--- src/rtl/rgb_mixer_pkg.sv ---
// Shared types and constants for the RGB mixer fade sequencer.
// Holds the FSM state enum, width defaults and the preset colour table.
package rgb_mixer_pkg;

   localparam int LEVEL_W_DEF = 8;
   localparam int DIV_W_DEF   = 8;
   localparam int NUM_PRESETS = 4;

   typedef enum logic [1:0] {
      ST_MANUAL = 2'd0,
      ST_FADE   = 2'd1,
      ST_HOLD   = 2'd2
   } fsm_state_t;

   // One bit per channel (bit0 = R, bit1 = G, bit2 = B).
   // A set bit means full scale, a clear bit means off.
   localparam logic [2:0] PRESET [NUM_PRESETS] = '{
      3'b001,
      3'b010,
      3'b100,
      3'b111
   };

endpackage

--- src/rtl/rgb_tick_gen.sv ---
// Fade prescaler: tick pulses when the count equals div, then wraps to 0.
// Ports: clk, reset (sync, high), run (advance enable), div (clocks-1), tick.
module rgb_tick_gen #(
   parameter int DIV_W = 8
) (
   input  logic             clk,
   input  logic             reset,
   input  logic             run,
   input  logic [DIV_W-1:0] div,
   output logic             tick
);

   logic [DIV_W-1:0] cnt;

   assign tick = run && (cnt == div);

   always_ff @(posedge clk) begin
      if (reset) begin
         cnt <= '0;
      end else if (run) begin
         cnt <= tick ? '0 : cnt + DIV_W'(1);
      end
   end

endmodule

--- src/rtl/rgb_fade_sequencer.sv ---
// Sits between the encoder counters and the PWM channels: passes manual
// levels through, or fades through the preset colours dwelling on each.
// Ports: clk, reset, mode_auto, pause, manual_level0..2, step_div,
//        hold_steps in; level0..2, preset_idx, at_target out.
module rgb_fade_sequencer
   import rgb_mixer_pkg::*;
#(
   parameter int LEVEL_W = LEVEL_W_DEF,
   parameter int DIV_W   = DIV_W_DEF
) (
   input  logic               clk,
   input  logic               reset,
   input  logic               mode_auto,
   input  logic               pause,
   input  logic [LEVEL_W-1:0] manual_level0,
   input  logic [LEVEL_W-1:0] manual_level1,
   input  logic [LEVEL_W-1:0] manual_level2,
   input  logic [DIV_W-1:0]   step_div,
   input  logic [DIV_W-1:0]   hold_steps,
   output logic [LEVEL_W-1:0] level0,
   output logic [LEVEL_W-1:0] level1,
   output logic [LEVEL_W-1:0] level2,
   output logic [1:0]         preset_idx,
   output logic               at_target
);

   fsm_state_t         state_q, state_d;
   logic [LEVEL_W-1:0] lvl_q [3];
   logic [LEVEL_W-1:0] lvl_d [3];
   logic [LEVEL_W-1:0] tgt   [3];
   logic [LEVEL_W-1:0] nxt   [3];
   logic [LEVEL_W-1:0] man   [3];
   logic [DIV_W-1:0]   hold_q, hold_d;
   logic [1:0]         idx_q, idx_d;
   logic               tick;
   logic               tick_run;
   logic               tick_clr;
   logic               all_eq;

   // Prescaler is parked at 0 while in MANUAL so a fade always starts
   // on a fresh prescaler period.
   assign tick_run = !pause && (state_q != ST_MANUAL);
   assign tick_clr = reset || (state_q == ST_MANUAL);

   rgb_tick_gen #(
      .DIV_W (DIV_W)
   ) u_tick (
      .clk   (clk),
      .reset (tick_clr),
      .run   (tick_run),
      .div   (step_div),
      .tick  (tick)
   );

   assign man[0] = manual_level0;
   assign man[1] = manual_level1;
   assign man[2] = manual_level2;

   always_comb begin
      all_eq = 1'b1;
      for (int c = 0; c < 3; c++) begin
         tgt[c] = {LEVEL_W{PRESET[idx_q][c]}};
         if (lvl_q[c] < tgt[c]) begin
            nxt[c] = lvl_q[c] + LEVEL_W'(1);
         end else if (lvl_q[c] > tgt[c]) begin
            nxt[c] = lvl_q[c] - LEVEL_W'(1);
         end else begin
            nxt[c] = lvl_q[c];
         end
         if (nxt[c] != tgt[c]) begin
            all_eq = 1'b0;
         end
      end
   end

   always_comb begin
      state_d = state_q;
      lvl_d   = lvl_q;
      hold_d  = hold_q;
      idx_d   = idx_q;
      if (!pause) begin
         if (!mode_auto) begin
            state_d = ST_MANUAL;
            lvl_d   = man;
         end else begin
            case (state_q)
               ST_MANUAL: begin
                  state_d = ST_FADE;
               end
               ST_FADE: begin
                  if (tick) begin
                     lvl_d = nxt;
                     if (all_eq) begin
                        state_d = ST_HOLD;
                        hold_d  = hold_steps;
                     end
                  end
               end
               ST_HOLD: begin
                  if (tick) begin
                     if (hold_q == '0) begin
                        idx_d   = idx_q + 2'd1;
                        state_d = ST_FADE;
                     end else begin
                        hold_d = hold_q - DIV_W'(1);
                     end
                  end
               end
               default: begin
                  state_d = ST_MANUAL;
               end
            endcase
         end
      end
   end

   always_ff @(posedge clk) begin
      if (reset) begin
         state_q <= ST_MANUAL;
         hold_q  <= '0;
         idx_q   <= '0;
         for (int c = 0; c < 3; c++) begin
            lvl_q[c] <= '0;
         end
      end else begin
         state_q <= state_d;
         hold_q  <= hold_d;
         idx_q   <= idx_d;
         lvl_q   <= lvl_d;
      end
   end

   assign level0     = lvl_q[0];
   assign level1     = lvl_q[1];
   assign level2     = lvl_q[2];
   assign preset_idx = idx_q;
   assign at_target  = (state_q == ST_HOLD);

endmodule

--- config.mk ---
export PLATFORM = sky130hd
export DESIGN_NAME = rgb_fade_sequencer
export DESIGN_NICKNAME = d
export VERILOG_FILES = /design/src/rtl/rgb_mixer_pkg.sv /design/src/rtl/rgb_tick_gen.sv /design/src/rtl/rgb_fade_sequencer.sv
export SDC_FILE = /design/constraint.sdc
export NUM_CORES = 1
export LEC_CHECK = 0
export ABC_CLOCK_PERIOD_IN_PS = 3550
export CORE_MARGIN = 5
export CORE_UTILIZATION = 30
export DETAILED_ROUTE_END_ITERATION = 12
export GPL_TIMING_DRIVEN = 0
export HOLD_SLACK_MARGIN = 0.02
export SLEW_MARGIN = 20
export SYNTH_ARGS = -nofsm -noshare
export SYNTH_HDL_FRONTEND = slang
export SYNTH_HIERARCHICAL = 1
export SYNTH_SLANG_ARGS = --single-unit
--- constraint.sdc ---
create_clock -name clk -period 3.55 [get_ports clk]
set_input_delay 0.5325 -clock clk [delete_from_list [all_inputs] [get_ports clk]]
set_output_delay 0.5325 -clock clk [all_outputs]
set_load 0.02 [all_outputs]
==> results.txt <==
----------------------------------------------------
[Status]
  Status ... finished clean

[Clock network]
  Clock transition at the registers of the reported paths ... 70 ps
  Buffers from clock root to sink, at most ... 2
  H-Tree Depth ... 2
  CTS root buffer ... clkbuf_16
  Clock buffers created by TritonCTS ... 5
  Clock tree from TritonCTS ... built
  CTS hold repair buffers ... 0
  Count of clock tree sinks ... 44
  Clock Latency Late Sink ... 290 ps

[Critical path]
  CP endpoint kind ... register
  Worst setup path category ... register to register
  CP required ... 3740 ps
  CP startpoint kind ... register
  Arrival time at the worst endpoint ... 3640 ps
  Register-to-register path setup slack ... 100 ps
  Worst Path Max Fanout ... 8

[Yosys]
  Post-synthesis sequential element count ... 44
  Number of unique standard cell types used by synthesis ... 66
  Post-synthesis average cell area ... 7.385 um^2
  Count of mapped cells out of synthesis ... 572
  Synth warn ... 6
  Total nets after synthesis ... 645
  Ys flop type ... dfxtp_1
  Number of enable-type register cells in the synthesized netlist ... 0
  Sequential cell area fraction in the yosys report ... 20.85%
  Combined area of all synthesized cells ... 4224 um^2
  FFs w/ async S/R, synth ... 0%

[STA]
  Max Fclk ... 289.6 MHz
  Period utilisation layout ... 97.28%
  Time the final worst path needs with I/O delays and setup ... 3454 ps
  Total count of hold-check failures in the final report ... 0
  Final slew viol count ... 0
  Slew HR ... 47.96%
  Worst slew pin tran ... 780.7 ps
  Unrepaired setup endpoints after global routing ... yes
  Clock skew after layout ... 7.468 ps
  Final setup violation count ... 0

[Die]
  Die span in x ... 128.7 um
  Row count ... 43
  Core outline area ... 13830 um^2
  I/O pin count ... 71
  Starting Density ... 30.55%
  Full die area ... 16550 um^2
  Die extent in y ... 128.7 um

[Routing]
  Length of the first detailed-routing pass in iterations ... 5
  Vias per std cell ... 5.736
  First DRT Iteration DRCs ... 545
  Number of nets still failing antenna checks after routing ... 0
  Overall routed net length ... 14620 um
  Total via count in the routed design ... 4881
  DR DRC count ... 0
  Routed wirelength normalized by instance count ... 17.18 um

[Flow run]
  Number of max-cap violations ... 0

[GRT]
  Vias in the first global route ... 4643
  Global-route wire length before repair ... 23260 um
  Overflow left after global routing ... 0
  Maximum number of pins on one net before global-route repair ... 15
  Antenna violations before repair ... 0
  GRT Util Overall ... 17.00%

[Place]
  DP HPWL ... 10250 um
  Total of buffers placed on input and output ports ... 68
  Routability congestion estimate from global placement ... 0.9100
  Area after DPL ... 5130 um^2

[Pwr]
  Pwr per Cell Area ... 311.8 nW/um^2
  Overall power ... 1.857 mW
  Maximum vdd ir drop ... 154.4 uV
  Leakage dissipation ... 2.078 nW

[Finish]
  Fillers ... 1351
  Fin area ... 5954 um^2
  Layout cell share with drive strength beyond 1 ... 17.44%
  Count of nets after finishing ... 743
  Growth of design area from synthesis to finish ... 40.97%
  ANT cells ... 0

[Hold path]
  Min-delay worst type ... register to register

----------------------------------------------------
==> state kept, by name (all words and copies together), names as in the netlist <==
signal      flops
hold_q          8
level2          8
state_q         2
level1          8
level0          8
preset_idx      2
u_tick/cnt      8
==> cell usage in the layout (no fill, tap or decap), types with 17 or more instances in the layout <==
cell             count
clkdlybuf4s50_1     68
nand2_1             58
nor2_1              54
dfxtp_1             40
a21oi_1             32
nor3_1              23
ha_1                23
clkbuf_1            22
inv_1               21
buf_4               21
o21ai_0             18
xnor2_1             17
==> cells in the mapped netlist (all sizes together), types with 4 or more instances <==
cell type  number  area share (%)
xnor2          18             3.7
ha             29             8.6
or4             4            0.71
a21oi          42             5.0
nand2          58             5.2
and2            5            0.74
a31oi           5            0.89
o2111ai         4            0.83
or2             8             1.2
dfxtp          44              21
buf             7             1.1
a211oi         19             3.4
nand4          10             1.5
xor2            8             1.7
clkbuf         27             2.4
nor2b           5            0.74
o21ai          24             3.1
a21o            8             1.4
mux2i          11             2.6
o31ai          11             2.0
nor3           26             3.3
o211ai          9             1.6
o32ai           6             1.2
inv            23             2.0
a22oi          11             2.3
a2111oi         8             1.7
and4            6             1.2
nand3          16             1.9
nor2           58             5.2
nor4           10             2.2
and3           12             1.8
==> cell families after synthesis <==
family / count (synthesis) / synth area share, %
XOR/XNOR: 26 / 5.391
AND/OR/NAND/NOR: 228 / 27.55
buffers and inverters: 60 / 5.805
flip-flops: 44 / 20.85
adder cells (fa/ha/maj): 29 / 8.590
AO/OA/AOI/OAI: 174 / 29.21
multiplexers: 11 / 2.607
==> critical path, stage by stage, from the launching register on <==
cell and delay, ps:
dfxtp_4 370, clkinvlp_4 100, buf_6 150, ha_4 250, nand4_1 160, buf_4 140
o211ai_1 80, buf_4 170, or4b_4 490, a21oi_4 150, a211oi_4 70, nor2_1 110
nor4b_4 270, o21ai_4 130, o31a_1 310, buf_6 140, o221a_1 250
==> per-stage QoR <==
stage,hold WS (ps),std cells,utilization [%],worst slack (ps),TNS [ps]
3_5_place_dp,457.4,820,37.10,-474.3,-4274
3_3_place_gp,460.7,820,37.10,-387.8,-3356
6_report,471.9,851,43.06,96.47,0
5_1_grt,484.8,851,43.06,-95.93,-472.1
4_1_cts,468.7,840,40.20,-33.32,-133.0
2_1_floorplan,439.3,572,-,0.3144,0
==> per-layer routing <==
layer / track usage (%) / vias to the layer above / share of wire (%)
met5: 0 / - / 0
met4: 5.188 / 0 / 2.2
met3: 2.283 / 29 / 5.6
met2: 27.77 / 187 / 48
met1: 23.29 / 2325 / 44
li1: - / 2340 / -
==> where the power goes <==
group / total, mW / switching, mW / internal (mW)
clock network: 0.491 / 0.211 / 0.280
logic: 0.811 / 0.465 / 0.346
registers: 0.554 / 0.0418 / 0.513
==> cell type report <==
class                           count  area [um^2]  area share, %
Buffer                             31        148.9          2.501
Clock buffer                        6        138.9          2.332
Clock inverter                      2        15.01         0.2522
Inverter                           26        103.9          1.744
Multi-Input combinational cell    468         3543          59.51
Sequential cell                    44        890.9          14.96
Tap cell                          180        225.2          3.782
Timing Repair Buffer               94        888.4          14.92
==> path summary, 6_finish.rpt <==
kind                                               end                  startpoint  cells past startpoint
worst min register to register  hold_q[5]$_SDFFE_PP0P_      hold_q[5]$_SDFFE_PP0P_                      2
worst max register to register  hold_q[3]$_SDFFE_PP0P_  preset_idx[0]$_SDFFE_PP0P_                     16
worst max-delay path            hold_q[3]$_SDFFE_PP0P_  preset_idx[0]$_SDFFE_PP0P_                     16
worst min-delay path            hold_q[5]$_SDFFE_PP0P_      hold_q[5]$_SDFFE_PP0P_                      2
==> timing repair <==
item / 4_1_cts / 5_1_grt
gates cloned: 0 / 1
gates resized for setup: 40 / 65
buffers inserted: 13 / 12
endpoints found under the setup margin: 10 / 18
pin swaps: 11 / 29
Note: power is estimated with default switching activity, not from simulation.
